===== config.mk =====
export PLATFORM = sky130hd
export DESIGN_NAME = int_ctrl
export DESIGN_NICKNAME = d
export VERILOG_FILES = /design/src/rtl/int_ctrl.sv
export SDC_FILE = /design/constraint.sdc
export NUM_CORES = 1
export LEC_CHECK = 0
export BUFFER_PORTS_ARGS = -buffer_cell sky130_fd_sc_hd__buf_2
export CAP_MARGIN = 20
export CELL_PAD_IN_SITES_DETAIL_PLACEMENT = 0
export CELL_PAD_IN_SITES_GLOBAL_PLACEMENT = 1
export CORE_UTILIZATION = 35
export DETAILED_ROUTE_END_ITERATION = 6
export GPL_TIMING_DRIVEN = 0
export HOLD_SLACK_MARGIN = 0.05
export PLACE_DENSITY = 0.85
export SYNTH_ARGS = -nofsm -noshare
export SYNTH_HDL_FRONTEND = slang
export SYNTH_SLANG_ARGS = --single-unit

===== constraint.sdc =====
create_clock -name clk -period 2.2 [get_ports clk]
set_input_delay 0.11 -clock clk [delete_from_list [all_inputs] [get_ports clk]]
set_output_delay 0.11 -clock clk [all_outputs]
set_load 0.05 [all_outputs]

===== src/rtl/int_ctrl.sv =====
`default_nettype none
// ============================================================================
// Module      : int_ctrl
// Description : Hardware interrupt controller. Latches rising edges of up to
//               N_SRC peripheral lines as pending bits, masks them with a
//               software enable register, and runs a request / acknowledge /
//               end-of-interrupt handshake with the CPU through hwint. A
//               vector register identifies the source being serviced.
// Revision    : 1.0 - initial release
// ============================================================================
module int_ctrl #(
    parameter int N_SRC = 8
) (
    input  logic             clk,
    input  logic             rst,
    input  logic [N_SRC-1:0] irq,
    input  logic             int_ack,
    input  logic             reg_rd,
    input  logic             reg_wr,
    input  logic [1:0]       reg_addr,
    input  logic [31:0]      reg_wdata,
    output logic [31:0]      reg_rdata,
    output logic             hwint
);

    // Register map
    localparam logic [1:0] c_ADDR_PENDING = 2'd0;
    localparam logic [1:0] c_ADDR_ENABLE  = 2'd1;
    localparam logic [1:0] c_ADDR_VECTOR  = 2'd2;
    localparam logic [1:0] c_ADDR_EOI     = 2'd3;

    // Handshake states
    localparam logic [1:0] c_ST_IDLE    = 2'd0;
    localparam logic [1:0] c_ST_REQ     = 2'd1;
    localparam logic [1:0] c_ST_SERVICE = 2'd2;

    logic [N_SRC-1:0] r_irq_q;
    logic [N_SRC-1:0] r_pending;
    logic [N_SRC-1:0] r_enable;
    logic [1:0]       r_state;
    logic [4:0]       r_in_service;

    logic [N_SRC-1:0] w_edge;
    logic [N_SRC-1:0] w_eligible;
    logic [N_SRC-1:0] w_lowest;
    logic [N_SRC-1:0] w_w1c;
    logic [N_SRC-1:0] w_ack_clr;
    logic [4:0]       w_winner;
    logic             w_ack_take;
    logic             w_eoi;
    logic [31:0]      w_pending_ext;
    logic [31:0]      w_enable_ext;

    assign w_edge     = irq & ~r_irq_q;
    assign w_eligible = r_pending & r_enable;
    // Isolate the lowest set bit: bit 0 has the highest priority.
    assign w_lowest   = w_eligible & (-w_eligible);
    assign w_ack_take = (r_state == c_ST_REQ) && int_ack;
    assign w_ack_clr  = w_ack_take ? w_lowest : '0;
    assign w_w1c      = (reg_wr && (reg_addr == c_ADDR_PENDING)) ? reg_wdata[N_SRC-1:0] : '0;
    assign w_eoi      = reg_wr && (reg_addr == c_ADDR_EOI);
    assign hwint      = (r_state == c_ST_REQ);

    // Write data bits above the implemented sources are intentionally ignored.
    if (N_SRC < 32) begin : g_unused_wdata
        logic w_unused_wdata;
        assign w_unused_wdata = ^reg_wdata[31:N_SRC];
    end

    // Index of the lowest eligible source (0 when none is eligible).
    always_comb begin
        w_winner = '0;
        for (int i = N_SRC - 1; i >= 0; i--) begin
            if (w_eligible[i]) begin
                w_winner = 5'(i);
            end
        end
    end

    // Zero-extend the source-wide registers to the 32-bit bus.
    always_comb begin
        w_pending_ext              = '0;
        w_enable_ext               = '0;
        w_pending_ext[N_SRC-1:0]   = r_pending;
        w_enable_ext[N_SRC-1:0]    = r_enable;
    end

    // Combinational register read; the bus sees 0 when not reading.
    always_comb begin
        reg_rdata = '0;
        if (reg_rd) begin
            case (reg_addr)
                c_ADDR_PENDING: reg_rdata = w_pending_ext;
                c_ADDR_ENABLE:  reg_rdata = w_enable_ext;
                c_ADDR_VECTOR:  reg_rdata = {(r_state == c_ST_SERVICE), 26'd0, r_in_service};
                default:        reg_rdata = '0;
            endcase
        end
    end

    // Edge capture, pending/enable registers and the handshake state machine.
    // New edges are OR-ed in last so a same-cycle set beats any clear.
    always_ff @(posedge clk or posedge rst) begin
        if (rst) begin
            r_irq_q      <= '0;
            r_pending    <= '0;
            r_enable     <= '0;
            r_state      <= c_ST_IDLE;
            r_in_service <= '0;
        end else begin
            r_irq_q   <= irq;
            r_pending <= (r_pending & ~(w_w1c | w_ack_clr)) | w_edge;
            if (reg_wr && (reg_addr == c_ADDR_ENABLE)) begin
                r_enable <= reg_wdata[N_SRC-1:0];
            end
            case (r_state)
                c_ST_IDLE: begin
                    if (|w_eligible) begin
                        r_state <= c_ST_REQ;
                    end
                end
                c_ST_REQ: begin
                    if (w_ack_take) begin
                        r_in_service <= w_winner;
                        r_state      <= c_ST_SERVICE;
                    end else if (!(|w_eligible)) begin
                        r_state <= c_ST_IDLE;
                    end
                end
                c_ST_SERVICE: begin
                    if (w_eoi) begin
                        r_in_service <= '0;
                        r_state      <= c_ST_IDLE;
                    end
                end
                default: begin
                    r_state <= c_ST_IDLE;
                end
            endcase
        end
    end

endmodule
`default_nettype wire


==> impl_metrics.py, run 1 <==
metrics = {
    "run_status": {
        "status": "complete, no violations",
    },
    "sta": {
        "rsz0062_at_grt": "false",
        "skew_ns": 0.00969,
        "period_share_pct": 76.1,
        "finalCriticalPeriod_ns": 1.67,
        "setup_slack_ns": 0.527,
        "hold_slack_ns": 0.0767,
        "tns_ns": 0,
        "fmax_mhz": 598,
        "max_slew_margin_pct": 55.3,
        "slew_viol_final": 0,
        "tightest_slew_ns": 0.667,
        "finalSetupViolCount": 0,
        "hold_viol_final": 0,
    },
    "flow_run": {
        "drv_cap": 0,
    },
    "synthesis": {
        "ys_warn_count": 0,
        "yosysUniqueCellTypes": 26,
        "ys_seq_elements": 29,
        "synth_top_area_share_pct": 46.4,
        "netlist_area_um2": 1560,
        "synth.avg_cell_area_um2": 9.96,
        "synthTopCellsByArea": "dfrtp_1 46%, buf_4 11%, nand2_1 6.0%",
        "synth_area_leader_cell": "dfrtp_1",
        "seq_area_frac_synth_pct": 46.4,
        "syn_inst": 157,
    },
    "clock_tree": {
        "clock_latency_ns": 0.28,
        "cts_root_buffer": "clkbuf_8",
        "cts_resized": 0,
        "cts_max_path_buffers": 2,
        "cts_tree": "built",
        "clk_pin_slew_worst_paths_ns": 0.07,
        "cts-buffers-inserted": 5,
        "ctsHtreeMaxLevel": 2,
        "cts.sinks": 29,
    },
    "global_route": {
        "grt_max_degree": 30,
        "antenna_found_initial": 0,
        "grt_pass1_vias": 1081,
        "grtUsageTotal_pct": 15.0,
        "grt.overflow.total": 0,
        "grt_pass1_wl_mm": 4.97,
    },
    "routing": {
        "vias": 1296,
        "drt_iter0_drc": 53,
        "viasPerCell": 4.65,
        "wl_mm": 3.32,
        "wl_met2_mm": 1.54,
        "ant_nets": 0,
        "first_pass_iters": 6,
        "wirelength_met1_mm": 1.53,
        "drc": 0,
        "wire_per_inst_um": 11.9,
        "met3WireLength_um": 191,
        "maxUsedRoutingLayer": "met4",
    },
    "cells_and_area": {
        "drive_gt1_share_pct": 32.8,
        "register_area_um2": 726,
        "multiInputGateArea_um2": 709,
        "fillCellCount": 402,
        "final_cell_mix": "33 x buf_2, 29 x dfrtp_1, 25 x nand2_1, 23 x buf_4, 23 x conb_1",
        "syn_to_final_growth_pct": 34.5,
        "n_antenna_cell": 0,
        "fin_util_pct": 50.8,
        "mostFrequentLayoutCell": "buf_2",
        "finish.net_count": 275,
    },
    "setup_path": {
        "startpoint_type": "register",
        "cp_slowest_stage_delay_ns": 0.44,
        "crit_type": "reg -> reg",
        "r2r_end": "r_pending[5]",
        "reg2reg_from": "r_pending[3]",
        "crit_required_ns": 2.36,
        "end_kind": "register",
        "reg2reg_depth": 4,
        "path_max_fanout": 5,
        "crit_buf_inv": 0,
        "r2r_slack_ns": 0.53,
        "path_cells": "a222oi_1, and3_2, nand4_1, a32o_1",
        "critPathArrivalTime_ns": 1.84,
        "crit_family": "compound AO/OA/AOI/OAI gates",
        "slowest_stage": "a222oi_1",
    },
    "place": {
        "dp_hpwl_mm": 2.38,
        "gp_congestion": 0.754,
        "portBuffers": 32,
        "dp_slack_ns": 0.546,
    },
    "die": {
        "core_um2": 4140,
        "num_io_pins": 80,
        "rows": 23,
        "dieArea_um2": 4740,
        "die-height_um": 68.8,
        "dieWidth_um": 68.8,
        "initial_core_util_pct": 37.7,
    },
    "min_path": {
        "hold_end": "r_enable[6]",
        "worstHoldStart": "reg_wdata[6]",
        "min_path_type": "in -> reg",
        "hold_depth": 2,
    },
    "pwr": {
        "powerDensity_nw_per_um2": 905,
        "p_leak_nw": 1.07,
        "irDropWorstVdd_mv": 0.371,
    },
}
cell type report:
cell class                      instances  area share, %
Sequential cell                        29           34.5
Multi-Input combinational cell        117           33.7
Timing Repair Buffer                   42           13.2
Buffer                                 24           8.45
Clock buffer                            7           4.10
Tap cell                               50           2.97
Inverter                                9           1.61
Clock inverter                          1           1.43
metal layers:
layer / GRT usage, % / vias to the layer above
li1: - / 647
met1: 20.1 / 597
met2: 22.2 / 46
met3: 4.93 / 6
met4: 6.12 / 0
met5: 0 / -
cell usage after synthesis (all sizes together):
master and count:
a222oi 2, nand2b 2, nand3b 2, mux2i 8
nor2 5, o21a 1, a32o 8, buf 24
a22oi 2, and3b 1, o21ai 6, a22o 1
dfrtp 29, inv 9, nor2b 3, nand4 4
mux2 8, and2 4, and3 3, a21oi 3
nand2 25, nand3 5, conb 1, nor3b 1
power by group:
part	internal [mW]	switching (mW)	total (mW)
logic	0.233	0.360	0.593
registers	0.640	0.110	0.750
clock network	0.369	0.192	0.561
sequential cells by signal, summed over array words and instances (netlist names):
| name | count |
|---|---|
| r_enable | 8 |
| r_irq_q | 8 |
| r_pending | 8 |
| r_in_service | 3 |
| r_state | 2 |
timing repair:
item,4_1_cts,5_1_grt
buffers inserted,0,0
hold endpoints to repair,8,12
hold buffers,8,1
worst max-delay path by stage:
| stage | from | cells past startpoint | endpoint |
|---|---|---|---|
| 2_1_floorplan | r_pending[3] | 4 | r_pending[5] |
| 3_3_place_gp | r_pending[3] | 4 | r_pending[5] |
| 3_5_place_dp | r_pending[3] | 4 | r_pending[5] |
| 4_1_cts | r_pending[3] | 4 | r_pending[5] |
| 5_1_grt | r_pending[3] | 4 | r_pending[5] |
| 6_report | r_pending[3] | 4 | r_pending[5] |
cells by family after synthesis:
| logic type | synth area share, % |
|---|---|
| AND/OR/NAND/NOR | 17.6 |
| multiplexers | 10.9 |
| AO/OA/AOI/OAI | 11.4 |
| flip-flops | 46.4 |
| other | 0.240 |
| buffers and inverters | 13.5 |
metrics by stage:
stage | area, µm² | std cells | total power, mW
final | 2100 | 279 | 1.90
after global routing | 2100 | 279 | 2.02
after CTS | 2070 | 277 | 1.91
after detailed placement | 1870 | 261 | 1.33
after global placement | 1870 | 261 | 1.32
after floorplan | 1650 | 179 | 1.20
Note: power is estimated with default switching activity, not from simulation.
==> run 2, diff against run 1 <==
--- a/config.mk
+++ b/config.mk
@@ -5,15 +5,16 @@
 export SDC_FILE = /design/constraint.sdc
 export NUM_CORES = 1
 export LEC_CHECK = 0
+export ABC_AREA = 1
 export BUFFER_PORTS_ARGS = -buffer_cell sky130_fd_sc_hd__buf_2
 export CAP_MARGIN = 20
 export CELL_PAD_IN_SITES_DETAIL_PLACEMENT = 0
 export CELL_PAD_IN_SITES_GLOBAL_PLACEMENT = 1
-export CORE_UTILIZATION = 35
+export CORE_UTILIZATION = 32
 export DETAILED_ROUTE_END_ITERATION = 6
 export GPL_TIMING_DRIVEN = 0
 export HOLD_SLACK_MARGIN = 0.05
-export PLACE_DENSITY = 0.85
+export PLACE_DENSITY = 0.81
 export SYNTH_ARGS = -nofsm -noshare
 export SYNTH_HDL_FRONTEND = slang
 export SYNTH_SLANG_ARGS = --single-unit
==> constraint.sdc (replaced) <==
create_clock -name clk -period 1.7 [get_ports clk]
set_input_delay 0.085 -clock clk [delete_from_list [all_inputs] [get_ports clk]]
set_output_delay 0.085 -clock clk [all_outputs]
set_load 0.05 [all_outputs]
==> run 2 against run 1 <==
  * Highest routed layer unchanged
  * Via count is 8.1% higher
  * Largest power group unchanged
  * Clock power is 4.1% lower
  * First-iteration DRC count stayed put
  * Critical path type is now reg -> out
  * Die area is 14% higher
  * Largest cell class unchanged
  * Synthesized cell count is 33% higher
==> impl_metrics.py, run 2 <==
metrics = {
    "run_status": {
        "status": "complete, no violations",
    },
    "die": {
        "die-height_um": 73.5,
        "num_io_pins": 80,
        "dieArea_um2": 5400,
        "dieWidth_um": 73.5,
        "initial_core_util_pct": 33.9,
        "rows": 25,
        "core_um2": 4820,
    },
    "cells_and_area": {
        "mostFrequentLayoutCell": "nand2_1",
        "finish.net_count": 329,
        "n_antenna_cell": 0,
        "syn_to_final_growth_pct": 33.6,
        "final_cell_mix": "62 x nand2_1, 33 x inv_1, 32 x buf_2, 29 x dfrtp_1",
        "fillCellCount": 514,
        "largest_registers": "r_enable (8), r_irq_q (8), r_pending (8)",
        "drive_gt1_share_pct": 25.8,
    },
    "global_route": {
        "grt.overflow.total": 0,
        "antenna_found_initial": 0,
        "grt_pass1_wl_mm": 5.91,
        "grt.busiest_layer": "met2",
        "grtUsageTotal_pct": 14.9,
        "grt_use_met3_pct": 4.94,
        "met2_usage_pct": 24.4,
        "use_met1_pct": 18.4,
        "grt_max_degree": 17,
        "grt_pass1_vias": 1322,
    },
    "synthesis": {
        "synth.avg_cell_area_um2": 7.82,
        "synth.most_common_cell": "nand2_1",
        "seq_area_frac_synth_pct": 44.4,
        "ys_warn_count": 0,
        "syn_inst": 209,
        "synthTopCellsByArea": "dfrtp_1 44%, nand2_1 14%, buf_4 11%",
        "yosys-top-cells-count": "62 x nand2_1, 33 x inv_1, 29 x dfrtp_1, 23 x buf_4, 11 x nand3_1",
        "synth_ff_type": "dfrtp_1",
        "ys_async_sr_fraction_pct": 100,
        "netlist_area_um2": 1630,
        "synth_top_area_share_pct": 44.4,
        "synth_edf_count": 0,
        "yosysUniqueCellTypes": 21,
        "ys_seq_elements": 29,
        "synth_area_leader_cell": "dfrtp_1",
    },
    "min_path": {
        "min_path_type": "in -> reg",
    },
    "sta": {
        "fmax_mhz": 720,
        "period_share_pct": 81.7,
        "slew_viol_final": 0,
        "tns_ns": 0,
        "finalSetupViolCount": 0,
        "tightest_slew_ns": 0.625,
        "max_slew_margin_pct": 58.3,
        "hold_viol_final": 0,
        "rsz0062_at_grt": "false",
        "setup_slack_ns": 0.311,
        "finalCriticalPeriod_ns": 1.39,
        "skew_ns": 0.00413,
    },
    "setup_path": {
        "r2r_slack_ns": 0.32,
        "path_max_fanout": 4,
        "crit_type": "reg -> out",
        "crit_required_ns": 1.62,
        "startpoint_type": "register",
        "critPathArrivalTime_ns": 1.30,
        "end_kind": "output port",
    },
    "clock_tree": {
        "cts_setup_buffers": 0,
        "ctsHtreeMaxLevel": 2,
        "cts_max_path_buffers": 2,
        "clock_latency_ns": 0.28,
        "cts_root_buffer": "clkbuf_8",
        "cts-buffers-inserted": 5,
        "cts.sinks": 29,
        "clk_pin_slew_worst_paths_ns": 0.06,
        "cts_tree": "built",
    },
    "pwr": {
        "powerDensity_nw_per_um2": 1030,
        "pwr-share-clk_pct": 23.9,
        "intPower_mw": 1.38,
        "irDropWorstVdd_mv": 0.432,
        "finalPower_mw": 2.25,
        "seqPwrFrac_pct": 40.4,
        "combPwrFrac_pct": 35.7,
        "p_leak_nw": 1.24,
        "p_sw_mw": 0.874,
        "switching_share_pct": 38.8,
    },
    "routing": {
        "first_pass_iters": 4,
        "viasPerCell": 4.00,
        "wire_per_inst_um": 10.2,
        "drt_iter0_drc": 53,
        "drc": 0,
        "ant_nets": 0,
        "wl_mm": 3.57,
        "vias": 1401,
    },
    "place": {
        "gp_congestion": 0.766,
        "dp_slack_ns": 0.302,
        "portBuffers": 32,
        "dp_hpwl_mm": 2.73,
    },
    "flow_run": {
        "drv_cap": 0,
    },
}
==> run 2: changes by cell type after synthesis, sizes merged, moves of 4 or more <==
cell / delta
o211ai: +4
nand2: +38
mux2i: -8
inv: +26
a32o: -8
and2: -4
a21oi: +4
o22ai: +4
nand3: +6
nor2: +7
o21ai: +4
==> run 2: power by group through the flow <==
| stage | Combinational (mW) | Sequential [mW] | Clock, mW |
|---|---|---|---|
| after global routing | 0.894 | 0.925 | 0.588 |
| after floorplan | 0.636 | 0.897 | 0 |
| after global placement | 0.771 | 0.915 | 0 |
| after CTS | 0.810 | 0.909 | 0.557 |
| after detailed placement | 0.787 | 0.922 | 0 |
| final | 0.804 | 0.910 | 0.538 |
==> run 2: metrics by stage <==
step / instance area [µm²] / utilization (%) / cells / hold WS [ns]
3_5_place_dp: 1990 / 41.4 / 331 / 0.196
4_1_cts: 2180 / 45.3 / 350 / 0.0505
3_3_place_gp: 1970 / 40.8 / 330 / 0.207
6_report: 2180 / 45.3 / 350 / 0.0537
5_1_grt: 2180 / 45.3 / 350 / 0.0512
2_1_floorplan: 1720 / - / 231 / 0.116
==> run 2: cell type report <==
class / instances / area, µm² / share of cell area [%]
Buffer: 24 / 184 / 8.42
Clock buffer: 8 / 80.1 / 3.67
Inverter: 35 / 131 / 6.02
Multi-Input combinational cell: 143 / 681 / 31.2
Sequential cell: 29 / 726 / 33.2
Tap cell: 67 / 83.8 / 3.84
Timing Repair Buffer: 44 / 298 / 13.6
==> run 2: final timing paths <==
kind / start / endpoint / depth (start not counted)
setup / recovery: r_state[0] / reg_rdata[31] / 4
hold / removal: reg_wdata[0] / r_enable[0] / 2
setup reg to reg: r_state[1] / r_pending[2] / 6
hold reg to reg: r_irq_q[0] / r_pending[0] / 1
max in group asynchronous: rst / r_pending[5] / 4
min in group asynchronous: rst / r_pending[3] / 3
==> run 2: worst max-delay path, cell delays in order (launching register included) <==
cell     delay (ns)
dfrtp_1        0.40
nor2_1         0.14
inv_1          0.07
nor3_2         0.14
buf_2          0.28
==> run 2: logic make-up after synthesis <==
group | count (synthesis) | synth area share (%)
simple gates | 90 | 23.1
mux | 5 | 4.36
flops | 29 | 44.4
buf+inv | 59 | 19.3
other cells | 1 | 0.229
compound gates | 25 | 8.58
==> run 2: what timing repair did <==
item,4_1_cts,5_1_grt
endpoints found under the hold margin,25,0
hold buffers,11,0
gates resized for setup,0,0
setup endpoints to repair,0,0
==> run 2: metal layers <==
| metal | vias up | share of wire [%] |
|---|---|---|
| met1 | 613 | 48 |
| li1 | 748 | - |
| met4 | 0 | 1.3 |
| met2 | 34 | 45 |
| met3 | 6 | 5.2 |
| met5 | - | 0 |
